===== config.mk =====
export PLATFORM = sky130hd
export DESIGN_NAME = frame_buf_reader
export DESIGN_NICKNAME = d
export VERILOG_FILES = /design/src/rtl/frame_buf_reader.sv
export SDC_FILE = /design/constraint.sdc
export NUM_CORES = 1
export LEC_CHECK = 0
export CORE_UTILIZATION = 30
export CTS_CLUSTER_SIZE = 10
export DETAILED_ROUTE_END_ITERATION = 7
export HOLD_SLACK_MARGIN = 0.02
export SKIP_CTS_REPAIR_TIMING = 1
export SLEW_MARGIN = 5
export SYNTH_ARGS = -nofsm -noshare
export SYNTH_HDL_FRONTEND = slang
export SYNTH_SLANG_ARGS = --single-unit
export TNS_END_PERCENT = 50

===== constraint.sdc =====
create_clock -name clk -period 3.35 [get_ports clk]
set_clock_uncertainty 0.2 [all_clocks]
set_input_delay 0.67 -clock clk [delete_from_list [all_inputs] [get_ports clk]]
set_output_delay 0.67 -clock clk [all_outputs]
set_load 0.05 [all_outputs]

===== src/rtl/frame_buf_reader.sv =====
// Frame buffer read engine: issues word requests for one frame,
// buffers returns in a small FIFO and emits pixels with sof/eol/eof.
module frame_buf_reader #(
  parameter int DATA_WIDTH = 32,
  parameter int H_PIXELS   = 4,
  parameter int V_LINES    = 2,
  parameter int FIFO_DEPTH = 4
) (
  input  logic                  clk,
  input  logic                  reset,
  input  logic                  start_l,
  input  logic                  buf_rdy,
  output logic                  rd_en_l,
  input  logic                  rd_data_valid,
  input  logic [DATA_WIDTH-1:0] rd_data,
  output logic [DATA_WIDTH-1:0] pix_data,
  output logic                  pix_valid,
  input  logic                  pix_ready,
  output logic                  pix_sof,
  output logic                  pix_eol,
  output logic                  pix_eof,
  output logic                  busy,
  output logic                  overflow
);

  localparam int TOTAL = H_PIXELS * V_LINES;
  localparam int RW = $clog2(TOTAL + 1);
  localparam int AW = $clog2(FIFO_DEPTH);
  localparam int CW = $clog2(FIFO_DEPTH + 1);
  localparam int XW = (H_PIXELS > 1) ? $clog2(H_PIXELS) : 1;
  localparam int YW = (V_LINES > 1) ? $clog2(V_LINES) : 1;

  typedef enum logic [1:0] {
    IDLE,
    FETCH,
    DRAIN
  } state_t;

  state_t state, state_nxt;

  logic [RW-1:0] req_cnt;
  logic [CW-1:0] outst;
  logic [CW-1:0] fcount;
  logic [AW-1:0] wr_ptr;
  logic [AW-1:0] rd_ptr;
  logic [XW-1:0] col;
  logic [YW-1:0] row;
  logic [CW:0]   inflight;

  logic [DATA_WIDTH-1:0] mem [FIFO_DEPTH];

  logic issue;
  logic last_req;
  logic ret_ok;
  logic push;
  logic pop;
  logic full;
  logic start_go;
  logic col_last;
  logic row_last;

  // FIFO slots already filled plus words still in flight bound requests
  assign inflight = {1'b0, fcount} + {1'b0, outst};
  assign full     = fcount == CW'(FIFO_DEPTH);

  assign issue = (state == FETCH) && buf_rdy &&
                 (req_cnt < RW'(TOTAL)) &&
                 (inflight < (CW+1)'(FIFO_DEPTH));

  assign rd_en_l  = !issue;
  assign last_req = issue && (req_cnt == RW'(TOTAL - 1));
  assign start_go = (state == IDLE) && !start_l;

  assign ret_ok = rd_data_valid && (outst != '0);
  assign push   = ret_ok && !full;

  assign pix_valid = fcount != '0;
  assign pop       = pix_valid && pix_ready;
  assign pix_data  = mem[rd_ptr];

  assign col_last = col == XW'(H_PIXELS - 1);
  assign row_last = row == YW'(V_LINES - 1);

  assign pix_sof = pix_valid && (col == '0) && (row == '0);
  assign pix_eol = pix_valid && col_last;
  assign pix_eof = pix_eol && row_last;

  assign busy = state != IDLE;

  always_comb begin
    state_nxt = state;
    unique case (state)
      IDLE:    if (!start_l) state_nxt = FETCH;
      FETCH:   if (last_req) state_nxt = DRAIN;
      DRAIN:   if (pop && pix_eof) state_nxt = IDLE;
      default: state_nxt = IDLE;
    endcase
  end

  always_ff @(posedge clk or negedge reset) begin
    if (!reset) begin
      state    <= IDLE;
      req_cnt  <= '0;
      outst    <= '0;
      col      <= '0;
      row      <= '0;
      overflow <= 1'b0;
    end else begin
      state <= state_nxt;
      if (start_go) begin
        req_cnt <= '0;
        outst   <= '0;
        col     <= '0;
        row     <= '0;
      end else begin
        if (issue) req_cnt <= req_cnt + 1'b1;
        case ({issue, ret_ok})
          2'b10:   outst <= outst + 1'b1;
          2'b01:   outst <= outst - 1'b1;
          default: outst <= outst;
        endcase
        if (pop) begin
          if (col_last) begin
            col <= '0;
            row <= row_last ? '0 : row + 1'b1;
          end else begin
            col <= col + 1'b1;
          end
        end
      end
      // unsolicited or unbufferable return words are dropped
      if (rd_data_valid && !push) overflow <= 1'b1;
    end
  end

  always_ff @(posedge clk or negedge reset) begin
    if (!reset) begin
      wr_ptr <= '0;
      rd_ptr <= '0;
      fcount <= '0;
    end else begin
      if (push) wr_ptr <= wr_ptr + 1'b1;
      if (pop)  rd_ptr <= rd_ptr + 1'b1;
      case ({push, pop})
        2'b10:   fcount <= fcount + 1'b1;
        2'b01:   fcount <= fcount - 1'b1;
        default: fcount <= fcount;
      endcase
    end
  end

  always_ff @(posedge clk) begin
    if (push) mem[wr_ptr] <= rd_data;
  end

endmodule


---- Word level (Yosys, flattened, before mapping) ----
Memories as Yosys holds them, arrays and structs flattened.
Index checks and enable logic that the tools add are counted.
storage, ports and cells
  input port bits ......................... 38
  bits in latches ......................... 0
  memories ................................ 1
  flip-flop bits (word level) ............. 20
  output and inout port bits .............. 39
  logic and storage cells ................. 83
  bits in read-only memories .............. 0
  bits in writable memories ............... 128
cells by class
  $add $sub $neg .......................... 10
  order comparisons ....................... 2
  reduce and logical (&&, ||, !) cells .... 30
  muxes and demuxes ....................... 18
  equality and inequality tests ........... 12
  divide/modulo/power cells ............... 0
  bitwise gates (word level) .............. 1
  $mul .................................... 0
  shift operators ......................... 0
memory list
  memory  words  width  rd ports  clocked after memory_dff  wr ports  line  source
  mem     4      32     1         0                         1         50    logic [DATA_WIDTH-1:0] mem [FIFO_DEPTH];
operators by type and width
  kind                                                 count
  logical AND 1 bit                                    14
  2-to-1 mux 2 bit                                     6
  case mux 3 bit (2 select lines)                      2
  nonzero test 2 bit                                   5
  nonzero test 3 bit                                   3
  == test 2 bit (second input constant)                4
  2-to-1 mux 4 bit                                     2
  adder 2 x 1 -> 2 bit (second input constant)         3
  adder 3 x 1 -> 3 bit (second input constant)         2
  == test 2 x 1 -> 1 bit (second input constant)       3
  2-to-1 mux 1 bit                                     6
  inequality test 2 bit (second input constant)        3
  case mux 2 bit (3 select lines)                      1
  subtractor 3 x 1 -> 3 bit (second input constant)    2
  adder 3 x 3 -> 4 bit                                 1
  adder 4 x 1 -> 4 bit (second input constant)         1
  == test 4 x 3 -> 1 bit (second input constant)       1
  zero test 1 bit                                      4
  zero test 2 bit                                      2
  < comparator 4 x 3 -> 1 bit (second input constant)  1
  < comparator 4 bit (second input constant)           1
  == test 3 bit (second input constant)                1
  2-to-1 mux 3 bit                                     1
  AND reduction 3 bit                                  1
  other kinds (3)                                      3

---- Depth between registers and ports, before layout ----
Gate-level depths: netlist (run 1).
  depth in word-level cells ............... 7
  gate-level depth with buffers ........... 10
  mapped depth without buffers ............ 9

---- Worst setup path before layout (run 1) ----
No wires, ideal clock.
  path kind ............................... input -> register
  from .................................... input port rd_data_valid
  to ...................................... memory mem[0][0], enable pin
  slack ................................... 0.772 ns
  arrival ................................. 1.986 ns
  cell stages on the path ................. 3
  path through ............................ o31ai_2 a31oi_1 and2_1
on the way
  word-level cells in the longest chain between the ends .. 4
ends and longest elaborated chain
  item                                    line  source
  start: declaration                      14    input logic rd_data_valid,
  logical AND 1 bit                       74    assign ret_ok = rd_data_valid && (outst != '0);
  logical AND 1 bit                       75    assign push = ret_ok && !full;
  2-to-1 mux 1 bit                        153   if (push) mem[wr_ptr] <= rd_data;
  2-to-1 mux 1 bit (implied by the code)  153
  end: declaration                        50
Every way passes these cells.

---- Worst setup path after layout (run 1) ----
  from .................................... register fcount[0]
  to ...................................... output port pix_sof
on the way
  word-level cells in the longest chain between the ends .. 3
ends and longest elaborated chain
  item                             line  source
  start: declaration               43    logic [CW-1:0] fcount;
  start signal: assignment         145   2'b10: fcount <= fcount + 1'b1;
  start signal: assignment         146   2'b01: fcount <= fcount - 1'b1;
  start signal: assignment         147   default: fcount <= fcount;
  nonzero test 3 bit               77    assign pix_valid = fcount != '0;
  logical AND 1 bit (2 in series)  84    assign pix_sof = pix_valid && (col == '0) && (row == '0);
  end: declaration                 19    output logic pix_sof,
Every way passes these cells.

==> metrics.txt, run 1 <==
# TYPE chip_impl_metric gauge
chip_impl_metric{name="synth_xor_xnor_area_share",unit=""} 0.01213
chip_impl_metric{name="critical_path_required",unit="ns"} 2.48
chip_impl_metric{name="antenna_found_initial",unit=""} 0
chip_impl_metric{name="cts-buffers-inserted",unit=""} 17
chip_impl_metric{name="fraction_of_layout_instances_using_a_drive_strength_above_1",unit=""} 0.2902
chip_impl_metric{name="overflow_after_grt",unit=""} 0
chip_impl_info{name="most-common-layout-cells",value="sky130_fd_sc_hd__edfxtp_1, sky130_fd_sc_hd__clkdlybuf4s50_1, sky130_fd_sc_hd__buf_4"} 1
chip_impl_metric{name="maximum_number_of_pins_on_one_net_before_global_route_repair",unit=""} 33
chip_impl_metric{name="routedWlPerCell",unit="um"} 17.36
chip_impl_metric{name="placement_rows",unit=""} 50
chip_impl_metric{name="yosys_warnings",unit=""} 0
chip_impl_metric{name="start_util",unit=""} 0.3077
chip_impl_metric{name="power",unit="mW"} 7.571
chip_impl_info{name="critical_path.cell_chain",value="or3_1 > and3b_1 > clkdlybuf4s50_1"} 1
chip_impl_metric{name="routed-via-count",unit=""} 2881
chip_impl_metric{name="antenna_cells",unit=""} 0
chip_impl_metric{name="drt_pre_antenna_iters",unit=""} 5
chip_impl_metric{name="min_period_over_period",unit=""} 0.9299
chip_impl_metric{name="synth.distinct_cells",unit=""} 40
chip_impl_metric{name="syn-mean-instance-area",unit="um2"} 20.55
chip_impl_metric{name="design.core.area",unit="um2"} 18770
chip_impl_metric{name="area_fraction_in_and_or_nand_and_nor_cells_after_synthesis",unit=""} 0.03835
chip_impl_metric{name="cts.sinks",unit=""} 148
chip_impl_metric{name="seq_total_area_yosys",unit=""} 0.7523
chip_impl_metric{name="synth_cells",unit=""} 281
chip_impl_info{name="setup.worst_path.end_class",value="output port"} 1
chip_impl_metric{name="grt_pass1_vias",unit=""} 3042
chip_impl_metric{name="area_growth",unit="%"} 27.82
chip_impl_metric{name="layout_min_cycle_time",unit="ns"} 3.115
chip_impl_metric{name="die_height",unit="um"} 140.7
chip_impl_metric{name="cts_htree_levels",unit=""} 4
chip_impl_metric{name="crit_path_max_incr_delay",unit="ns"} 0.70
chip_impl_metric{name="final-setup-viol-count",unit=""} 0
chip_impl_metric{name="synth.mux.area_fraction",unit=""} 0.1285
chip_impl_info{name="ys.flop_type",value="sky130_fd_sc_hd__edfxtp_1"} 1
chip_impl_metric{name="layout.nets",unit=""} 424
chip_impl_info{name="worstHoldPathType",value="flip-flop to flip-flop"} 1
chip_impl_metric{name="synth-compound-area-share",unit=""} 0.02189
chip_impl_metric{name="routabilityCongestion",unit=""} 0.7858
chip_impl_metric{name="synth_fa_ha_area_frac",unit=""} 0.02860
chip_impl_metric{name="synth-edff-count",unit=""} 128
chip_impl_metric{name="static-leakage-power",unit="nW"} 2.580
chip_impl_metric{name="final_max_slew_viol_count",unit=""} 0
chip_impl_metric{name="drc_violation_total_after_the_first_tritonroute_iteration",unit=""} 110
chip_impl_metric{name="timing_worst_slew_pin_value",unit="ns"} 0.9512
chip_impl_metric{name="net_count_synth",unit=""} 331
chip_impl_metric{name="drcViolationCount",unit=""} 0
chip_impl_metric{name="synthesis.area",unit="um2"} 5774
chip_impl_info{name="worst_setup_path_category",value="flip-flop to output port"} 1
chip_impl_info{name="outcome",value="finished clean"} 1
chip_impl_metric{name="hpwl_after_detailed_placement",unit="mm"} 6.738
chip_impl_metric{name="async_reset_ff_frac",unit=""} 0.1351
chip_impl_metric{name="cts-root-to-sink-buffers",unit=""} 2
chip_impl_info{name="startpoint_type",value="flip-flop"} 1
chip_impl_metric{name="path_max_fanout",unit=""} 5
chip_impl_metric{name="clock.fmax",unit="MHz"} 321.0
chip_impl_metric{name="antenna_violating_nets_post_route",unit=""} 0
chip_impl_info{name="cts_root_buffer",value="sky130_fd_sc_hd__clkbuf_16"} 1
chip_impl_metric{name="final.hold.worst_slack",unit="ns"} 0.2718
chip_impl_metric{name="power_density",unit="nW/um2"} 1026
chip_impl_info{name="synth_top_family_by_area",value="multiplexers"} 1
chip_impl_metric{name="pin_count",unit=""} 77
chip_impl_metric{name="final_worst_slack",unit="ns"} 0.2347
chip_impl_metric{name="grtUsageTotal",unit=""} 0.1180
chip_impl_metric{name="drv_cap",unit=""} 0
chip_impl_metric{name="timing.setup.tns",unit="ns"} 0
chip_impl_metric{name="grt_pass1_wl",unit="mm"} 16.95
chip_impl_metric{name="clock_latency",unit="ns"} 0.41
chip_impl_metric{name="fillerInstances",unit=""} 1732
chip_impl_metric{name="final_hold_viol_count",unit=""} 0
chip_impl_metric{name="cts.clk_slew.worst_paths",unit="ns"} 0.06
chip_impl_metric{name="totalWireLength",unit="mm"} 10.77
chip_impl_metric{name="path_buf_inv",unit=""} 1
chip_impl_metric{name="synth.ff_latch_count",unit=""} 148
chip_impl_info{name="cts_tree",value="yes"} 1
chip_impl_info{name="crit_family",value="buffers and inverters"} 1
chip_impl_metric{name="timing.slew.headroom",unit=""} 0.3639
chip_impl_metric{name="vias_per_cell",unit=""} 4.647
chip_impl_metric{name="portBuffers",unit=""} 76
chip_impl_metric{name="arrival",unit="ns"} 2.25
chip_impl_metric{name="placement.setup.worst_slack",unit="ns"} 0.4785
chip_impl_info{name="layout.cells.most_common",value="sky130_fd_sc_hd__edfxtp_1"} 1
chip_impl_metric{name="dieArea",unit="um2"} 19810
chip_impl_info{name="cp_slowest_cell",value="sky130_fd_sc_hd__clkdlybuf4s50_1"} 1
chip_impl_info{name="unrepaired_setup_endpoints_after_global_routing",value="no"} 1
chip_impl_metric{name="die_w",unit="um"} 140.7
chip_impl_metric{name="worst_vdd_drop",unit="V"} 0.0004652
where the power goes:
group	total, mW	internal [mW]	switching [mW]	leakage [nW]
clock network	1.83	1.15	0.681	0.281
logic	3.07	1.14	1.93	0.896
registers	2.66	2.46	0.205	1.40
total	7.57	4.76	2.81	2.58
synth_stat cells (2+ instances only):
cell type / n / area [um2]
sky130_fd_sc_hd__inv_1: 12 / 45.04
sky130_fd_sc_hd__a31oi_1: 3 / 18.77
sky130_fd_sc_hd__xor2_1: 3 / 26.28
sky130_fd_sc_hd__or3_1: 3 / 18.77
sky130_fd_sc_hd__a21oi_1: 4 / 20.02
sky130_fd_sc_hd__and3_1: 2 / 12.51
sky130_fd_sc_hd__mux4_2: 32 / 720.7
sky130_fd_sc_hd__nand3_1: 4 / 20.02
sky130_fd_sc_hd__clkbuf_1: 6 / 22.52
sky130_fd_sc_hd__buf_2: 4 / 20.02
sky130_fd_sc_hd__o21ai_0: 3 / 15.01
sky130_fd_sc_hd__nand2_1: 8 / 30.03
sky130_fd_sc_hd__fa_1: 2 / 40.04
sky130_fd_sc_hd__edfxtp_1: 128 / 3844
sky130_fd_sc_hd__xnor2_1: 5 / 43.79
sky130_fd_sc_hd__and2_1: 5 / 31.28
sky130_fd_sc_hd__ha_1: 10 / 125.1
sky130_fd_sc_hd__nor2_1: 6 / 22.52
sky130_fd_sc_hd__dfrtp_1: 20 / 500.5
stage by stage:
| stage | cells | util | cell area (um2) |
|---|---|---|---|
| after floorplan | 281 | - | 5774 |
| after global routing | 620 | 0.3933 | 7381 |
| after detailed placement | 589 | 0.3628 | 6809 |
| after global placement | 589 | 0.3628 | 6809 |
| after CTS | 620 | 0.3933 | 7381 |
| final | 620 | 0.3933 | 7381 |
cell type report:
class                   count  area (um2)  share of cell area
inverters                  13       51.30            0.006950
repair buffers             85       788.3              0.1068
clock buffers              19       432.9             0.05865
flip-flops and latches    148        4347              0.5889
clock inverters            12       138.9             0.01882
multi-input cells         109        1330              0.1802
well taps                 234       292.8             0.03967
sequential cells by signal (all words and copies together) (netlist names):
register / count
mem: 128
req_cnt: 4
fcount: 3
outst: 3
col: 2
rd_ptr: 2
state: 2
wr_ptr: 2
overflow: 1
row: 1
routing by layer:
metal,part of all wire,GRT usage,up-vias
met5,0,0,-
met4,0.0084,0.04462,0
met3,0.048,0.04110,9
met2,0.50,0.1930,62
met1,0.44,0.1438,1505
li1,-,-,1305
kinds of logic after synthesis:
family	after synthesis
AND/OR/NAND/NOR	37
buffers and inverters	24
flip-flops	148
adder cells (fa/ha/maj)	12
XOR/XNOR	8
AO/OA/AOI/OAI	18
multiplexers	34
path summary, 6_finish.rpt:
path / from / slack [ns] / endpoint / depth (start not counted)
max: fcount[0] / 0.23 / pix_sof / 3
min: overflow / 0.27 / overflow / 1
max reg2reg: fcount[2] / 0.77 / outst[2] / 7
min reg2reg: overflow / 0.27 / overflow / 1
max in group asynchronous: reset / 1.71 / rd_ptr[1] / 1
min in group asynchronous: reset / 0.59 / state[1] / 1
Power figures use the tool's default switching activity.
==> run 2: changes to the inputs <==
Settings changed: CTS_CLUSTER_SIZE 10 to 14, SLEW_MARGIN 5 to not set.
==> results of run 2 <==
The final DEF is identical to that of run 1; final timing and power are the same.
